## src/rtl/urna_terminal.sv

```systemverilog
// rtl/urna_terminal.sv - voting terminal controller: key capture, confirm, timeout and close-poll pulses
module urna_terminal #(
    parameter int unsigned TIMEOUT = 200,
    parameter int unsigned PULSO   = 2
) (
    input  logic       clock_i,
    input  logic       reset_i,
    input  logic [3:0] tecla_i,
    input  logic       tecla_ok_i,
    input  logic       confirma_i,
    input  logic       corrige_i,
    input  logic       libera_i,
    input  logic       encerra_i,
    input  logic       swap_cfg_i,
    output logic [3:0] voto_o,
    output logic       swap_o,
    output logic       valid_o,
    output logic       finish_o,
    output logic [2:0] estado_o,
    output logic [7:0] eleitores_o,
    output logic [7:0] abstencoes_o
);

    typedef enum logic [2:0] {
        BLOQUEADO   = 3'd0,
        DIGITANDO   = 3'd1,
        CONFIRMANDO = 3'd2,
        ENVIANDO    = 3'd3,
        ENCERRADO   = 3'd4
    } estado_t;

    localparam logic [7:0] TIMER_LAST = 8'(TIMEOUT - 1);
    localparam logic [3:0] PULSE_LAST = 4'(PULSO - 1);

    estado_t    estado_q;
    logic [3:0] voto_q;
    logic       swap_q;
    logic       valid_q;
    logic       finish_q;
    logic [7:0] eleitores_q;
    logic [7:0] abstencoes_q;
    logic [7:0] timer_q;
    logic [3:0] pulse_q;

    always_ff @(posedge clock_i) begin
        if (reset_i) begin
            estado_q     <= BLOQUEADO;
            voto_q       <= 4'd0;
            swap_q       <= 1'b0;
            valid_q      <= 1'b0;
            finish_q     <= 1'b0;
            eleitores_q  <= 8'd0;
            abstencoes_q <= 8'd0;
            timer_q      <= 8'd0;
            pulse_q      <= 4'd0;
        end else begin
            case (estado_q)
                BLOQUEADO: begin
                    swap_q   <= swap_cfg_i;
                    valid_q  <= 1'b0;
                    finish_q <= 1'b0;
                    if (encerra_i) begin
                        estado_q <= ENCERRADO;
                        finish_q <= 1'b1;
                        pulse_q  <= 4'd0;
                    end else if (libera_i) begin
                        estado_q <= DIGITANDO;
                        timer_q  <= 8'd0;
                    end
                end
                DIGITANDO: begin
                    // A key press on the last allowed cycle still counts as activity.
                    if (tecla_ok_i) begin
                        voto_q   <= tecla_i;
                        estado_q <= CONFIRMANDO;
                        timer_q  <= 8'd0;
                    end else if (timer_q == TIMER_LAST) begin
                        estado_q <= BLOQUEADO;
                        if (abstencoes_q != 8'hFF) abstencoes_q <= abstencoes_q + 8'd1;
                    end else begin
                        timer_q <= timer_q + 8'd1;
                    end
                end
                CONFIRMANDO: begin
                    if (corrige_i) begin
                        voto_q   <= 4'd0;
                        estado_q <= DIGITANDO;
                        timer_q  <= 8'd0;
                    end else if (confirma_i) begin
                        estado_q <= ENVIANDO;
                        valid_q  <= 1'b1;
                        pulse_q  <= 4'd0;
                    end else if (timer_q == TIMER_LAST) begin
                        estado_q <= BLOQUEADO;
                        if (abstencoes_q != 8'hFF) abstencoes_q <= abstencoes_q + 8'd1;
                    end else begin
                        timer_q <= timer_q + 8'd1;
                    end
                end
                ENVIANDO: begin
                    // The vote is counted only when the pulse completes, so a reset mid-pulse drops it.
                    if (pulse_q == PULSE_LAST) begin
                        valid_q  <= 1'b0;
                        estado_q <= BLOQUEADO;
                        if (eleitores_q != 8'hFF) eleitores_q <= eleitores_q + 8'd1;
                    end else begin
                        pulse_q <= pulse_q + 4'd1;
                    end
                end
                ENCERRADO: begin
                    valid_q <= 1'b0;
                    if (finish_q) begin
                        if (pulse_q == PULSE_LAST) finish_q <= 1'b0;
                        else                       pulse_q  <= pulse_q + 4'd1;
                    end else if (encerra_i) begin
                        finish_q <= 1'b1;
                        pulse_q  <= 4'd0;
                    end
                end
                default: begin
                    estado_q <= BLOQUEADO;
                    valid_q  <= 1'b0;
                    finish_q <= 1'b0;
                end
            endcase
        end
    end

    assign voto_o       = voto_q;
    assign swap_o       = swap_q;
    assign valid_o      = valid_q;
    assign finish_o     = finish_q;
    assign estado_o     = estado_q;
    assign eleitores_o  = eleitores_q;
    assign abstencoes_o = abstencoes_q;

endmodule

```

## config.mk

```make
export PLATFORM = sky130hd
export DESIGN_NAME = urna_terminal
export DESIGN_NICKNAME = d
export VERILOG_FILES = /design/src/rtl/urna_terminal.sv
export SDC_FILE = /design/constraint.sdc
export NUM_CORES = 1
export LEC_CHECK = 0
export BUFFER_PORTS_ARGS = -buffer_cell sky130_fd_sc_hd__buf_2
export CORE_MARGIN = 5
export CORE_UTILIZATION = 56
export CTS_CLUSTER_DIAMETER = 30
export DETAILED_ROUTE_END_ITERATION = 10
export GPL_ROUTABILITY_DRIVEN = 0
export PLACE_DENSITY = 0.8
export SLEW_MARGIN = 10
export SYNTH_ARGS = -nofsm -noshare
export SYNTH_HDL_FRONTEND = slang
export SYNTH_SLANG_ARGS = --single-unit
```

## constraint.sdc

```tcl
create_clock -name clock_i -period 2.18 [get_ports clock_i]
set_input_delay 0.436 -clock clock_i [delete_from_list [all_inputs] [get_ports clock_i]]
set_output_delay 0.436 -clock clock_i [all_outputs]
set_load 0.005 [all_outputs]
```

# ---- Word-level counts from Yosys, hierarchy flattened
# Cells that the tools add are included.
dict set report op_classes {
  n_addsub 4
  n_eq_ne 19
  n_mux 38
  n_bitwise 2
  reduce_logical 12
}
# cell count
set op_table {}
lappend op_table {{8-bit 2-to-1 mux} 11}
lappend op_table {{4-bit 2-to-1 mux} 7}
lappend op_table {{8-bit by 1-bit adder with 8-bit output, second input constant} 3}
lappend op_table {{8-bit case mux with 3 select lines} 1}
lappend op_table {{3-bit 2-to-1 mux} 7}
lappend op_table {{2-bit inequality test, second input constant} 9}
lappend op_table {{8-bit inequality test, second input constant} 2}
lappend op_table {{4-bit case mux with 4 select lines} 1}
lappend op_table {{8-bit case mux with 2 select lines} 1}
lappend op_table {{3-bit case mux with 5 select lines} 1}
lappend op_table {{3-bit AND reduction} 4}
lappend op_table {{4-bit AND reduction} 3}
lappend op_table {{8-bit equality test, second input constant} 1}
lappend op_table {{4-bit case mux with 2 select lines} 1}
lappend op_table {{3-bit by 2-bit equality test with 1-bit output, second input constant} 2}
lappend op_table {{1-bit 2-to-1 mux} 6}
lappend op_table {{3-bit inequality test, second input constant} 2}
lappend op_table {{1-bit case mux with 3 select lines} 2}
lappend op_table {{4-bit by 1-bit adder with 4-bit output, second input constant} 1}
lappend op_table {{4-bit by 1-bit equality test with 1-bit output, second input constant} 1}
lappend op_table {{4-bit nonzero test} 1}
lappend op_table {{3-bit by 1-bit equality test with 1-bit output, second input constant} 1}
lappend op_table {{3-bit equality test, second input constant} 1}
lappend op_table {{3-bit logical NOT} 1}
lappend op_table {{other kinds (4)} 5}
dict set report word_totals {
  reg_bits 38
  in_bits 12
  wordCells 84
}

# ---- Longest topological paths before layout
dict set report logic_depth {
  depth_word 6
  ltp_mapped 6
  depth_no_buf 6
}

# ---- Worst setup path before layout
# OpenSTA, ideal clock, no wires.
dict set report synth_path {
  kind {reg-to-reg}
  start {register timer_q[0]}
  end {register abstencoes_q[5], in the netlist abstencoes_o[5]}
  arrival_ps 1626
  required_ps 2057
  setup_slack_ps 431
  path_stages_with_launch 7
  n_path_buf 1
  path_cell_list {dfxtp_1 ha_1 and4b_2 o211ai_2 buf_6 nor4_1 mux2_1}
}
dict set report synth_between {
  elab_chain_cells 5
  word_cells_on_any_way 6
  classes_between {1 x eq/ne; 5 x mux}
}
# element line
set synth_rtl {}
lappend synth_rtl {{start: declaration} 42} ;# logic [7:0] timer_q;
lappend synth_rtl {{start signal: assignment} 81} ;# timer_q <= timer_q + 8'd1;
lappend synth_rtl {{start signal: assignment} 97} ;# timer_q <= timer_q + 8'd1;
lappend synth_rtl {{8-bit equality test *} {77, 93}}
lappend synth_rtl {{8-bit 2-to-1 mux *} n/a}
lappend synth_rtl {{8-bit 2-to-1 mux (2 in series)} n/a}
lappend synth_rtl {{8-bit case mux with 2 select lines *} n/a}
lappend synth_rtl {{end signal: assignment} 79} ;# if (abstencoes_q != 8'hFF) abstencoes_q <= abstencoes_q + 8'd1;
lappend synth_rtl {{end signal: assignment} 95} ;# if (abstencoes_q != 8'hFF) abstencoes_q <= abstencoes_q + 8'd1;
lappend synth_rtl {{end: declaration} 41} ;# logic [7:0] abstencoes_q;
# Mark *: on every way between the ends. The rest lies on a longest branch, timed or not. The select of a mux whose other input is x is not followed.
# A chain may end at the register's enable or synchronous reset.

# ---- Final worst setup path
dict set report layout_path {
  start {register timer_q[0]}
  end {register abstencoes_q[4], in the netlist abstencoes_o[4]}
}
# Same word-level chain as after synthesis.

==> flow_metrics.tcl <==
set metrics [dict create \
    cts.sinks 38 \
    final-max-slew-violation-count 0 \
    fmax_mhz 514.0 \
    finish.instance_area_sq_um 2516 \
    first_pass_iters 5 \
    htreeDepth 2 \
    outcome "finished, final reports clean" \
    utilization_pct 67.21 \
    n_antenna_cell 0 \
    place_hpwl_mm 3.677 \
    synth_flop_cell "dfxtp_1" \
    syn_to_final_growth_pct 14.07 \
    timing_worst_setup_path_type "reg2reg" \
    cp-end-kind "register" \
    worstPathArrival_ns 2.16 \
    io_buffers 37 \
    clk_pin_slew_worst_paths_ns 0.07 \
    hold_viol_final 0 \
    grt_pass1_wl_mm 8.349 \
    final_common_cell "dfxtp_1" \
    coreArea_sq_um 3744 \
    p_total_mw 1.352 \
    wl_per_cell_microns 15.01 \
    fill_cells 333 \
    final-setup-viol-count 0 \
    clockBufferDepth 2 \
    final_cell_mix "dfxtp_1, buf_2, a21oi_1" \
    overflow 0 \
    slew_headroom_pct 61.58 \
    pre_cts_slack_ns 0.2914 \
    cts_buffers 5 \
    ys_seq_area_share_pct 34.49 \
    cts_root_buf "clkbuf_8" \
    period_share_pct 89.24 \
    ys_ff_latch 38 \
    drtIter0Drc 204 \
    drv_cap 0 \
    initial_core_util_pct 58.92 \
    worst_clock_skew_ns 0.003469 \
    synthArstFlopShare_pct 0 \
    cp_max_fo 12 \
    finalSetupTns_ns 0 \
    whs_ns 0.4045 \
    pin_count 38 \
    grt_pass1_vias 1781 \
    drive_above_1_share_pct 22.95 \
    required_ns 2.40 \
    cellPowerDensity_nw_per_um2 537.2 \
    leakagePower_nw 1.022 \
    placed_area_sq_um 2434 \
    finalNonFillerCells 340 \
    fin_crit_ns 1.945 \
    num_vias 2099 \
    grt_use_total_pct 19.73 \
    syn_area_per_cell_sq_um 8.685 \
    ys_types 60 \
    grt_max_degree 21 \
    dieHeight_microns 72.76 \
    vdd_drop_max_mv 0.3724 \
    viasPerCell 6.174 \
    die_area_sq_um 5294 \
    worst_slack_ns 0.2346 \
    rows 22 \
    die_x_microns 72.76 \
    drc 0 \
    post_cts.repair.setup_buffers 0 \
    netlist_instances 254 \
    startpoint_type "register" \
    cts_hold_buf 0 \
    placed_cells_incl_taps 334 \
    wl_mm 5.103 \
    post_cts_resized 0 \
    min_path_type "in2reg" \
    antenna_found_initial 0 \
    cts_tree "done" \
    syn-num-nets 271 \
    netlist_area_sq_um 2206 \
    yosys_warnings 0 \
    nNetsFinal 310 \
    drt.antenna.violating_nets 0 \
    clk_latency_ns 0.29 \
    synth-edff-count 0 \
    worstMarginPinSlew_ns 0.5715 \
    rsz0062_at_grt "no" \
]
==> layout make-up <==
cell class | count | area, sq um | area share, %
Clock buffer | 6 | 82.58 | 3.282
Timing Repair Buffer | 44 | 237.7 | 9.448
Tap cell | 48 | 60.06 | 2.387
Sequential cell | 38 | 760.7 | 30.23
Inverter | 7 | 26.28 | 1.044
Multi-Input combinational cell | 197 | 1349 | 53.61
==> state kept, by name (all words and copies together), names as in the netlist, 3 cells and up <==
name,cells
abstencoes_o,8
eleitores_o,8
estado_o,3
pulse_q,4
timer_q,8
voto_o,4
==> layer usage <==
metal / vias to the layer above / global-route usage (%) / share of wire, %
met5: - / 0 / 0
met4: 0 / 5.943 / 1.2
met2: 71 / 29.46 / 46
met3: 8 / 4.545 / 5.8
li1: 1046 / - / -
met1: 974 / 28.16 / 47
==> cell usage after synthesis (all sizes together) (4+ instances only) <==
library cell	instances	area (sq um)
clkbuf	6	22.52
nand2	14	52.55
o31ai	8	60.06
nor3b	7	62.56
mux2i	5	50.05
or2	4	25.03
a21oi	23	118.9
buf	6	47.54
nand3	16	85.08
or3	8	50.05
o21ai	16	83.83
o211ai	8	65.06
nor2	17	63.81
nand4	4	25.02
nor2b	9	56.30
dfxtp	38	760.7
or4	5	37.54
o311ai	4	35.04
ha	5	62.56
inv	7	26.27
==> critical path: stages, from the launching register on <==
cell and delay, ns:
dfxtp_1 0.38, ha_1 0.25, and4b_2 0.33, o211ai_2 0.23, or4_1 0.52, a21oi_1 0.15
==> final timing paths <==
path	start	cells after the start	endpoint	slack, ns
setup / recovery	timer_q[0]	5	abstencoes_o[4]	0.23
hold / removal	swap_cfg_i	3	swap_o	0.40
setup reg to reg	timer_q[0]	5	abstencoes_o[4]	0.23
hold reg to reg	swap_o	2	swap_o	0.49
==> cells by family (layout without fill, tap and decap cells) <==
kind of cell | after synthesis | after routing | synth area share, %
and+or+nand+nor | 105 | 105 | 29.50
AOI/OAI and AO/OA | 78 | 78 | 24.85
DFF | 38 | 38 | 34.49
buffers and inverters | 19 | 57 | 4.367
muxes | 6 | 6 | 2.779
adders and majority gates | 5 | 5 | 2.836
xor gates and xnor gates | 3 | 3 | 1.191
==> where the power goes <==
part	switching [mW]	total [mW]	internal [mW]
Sequential	0.0197	0.726	0.706
Combinational	0.0865	0.146	0.0591
Clock	0.236	0.480	0.244
Total	0.342	1.35	1.01
(Power assumes the default switching activity.)
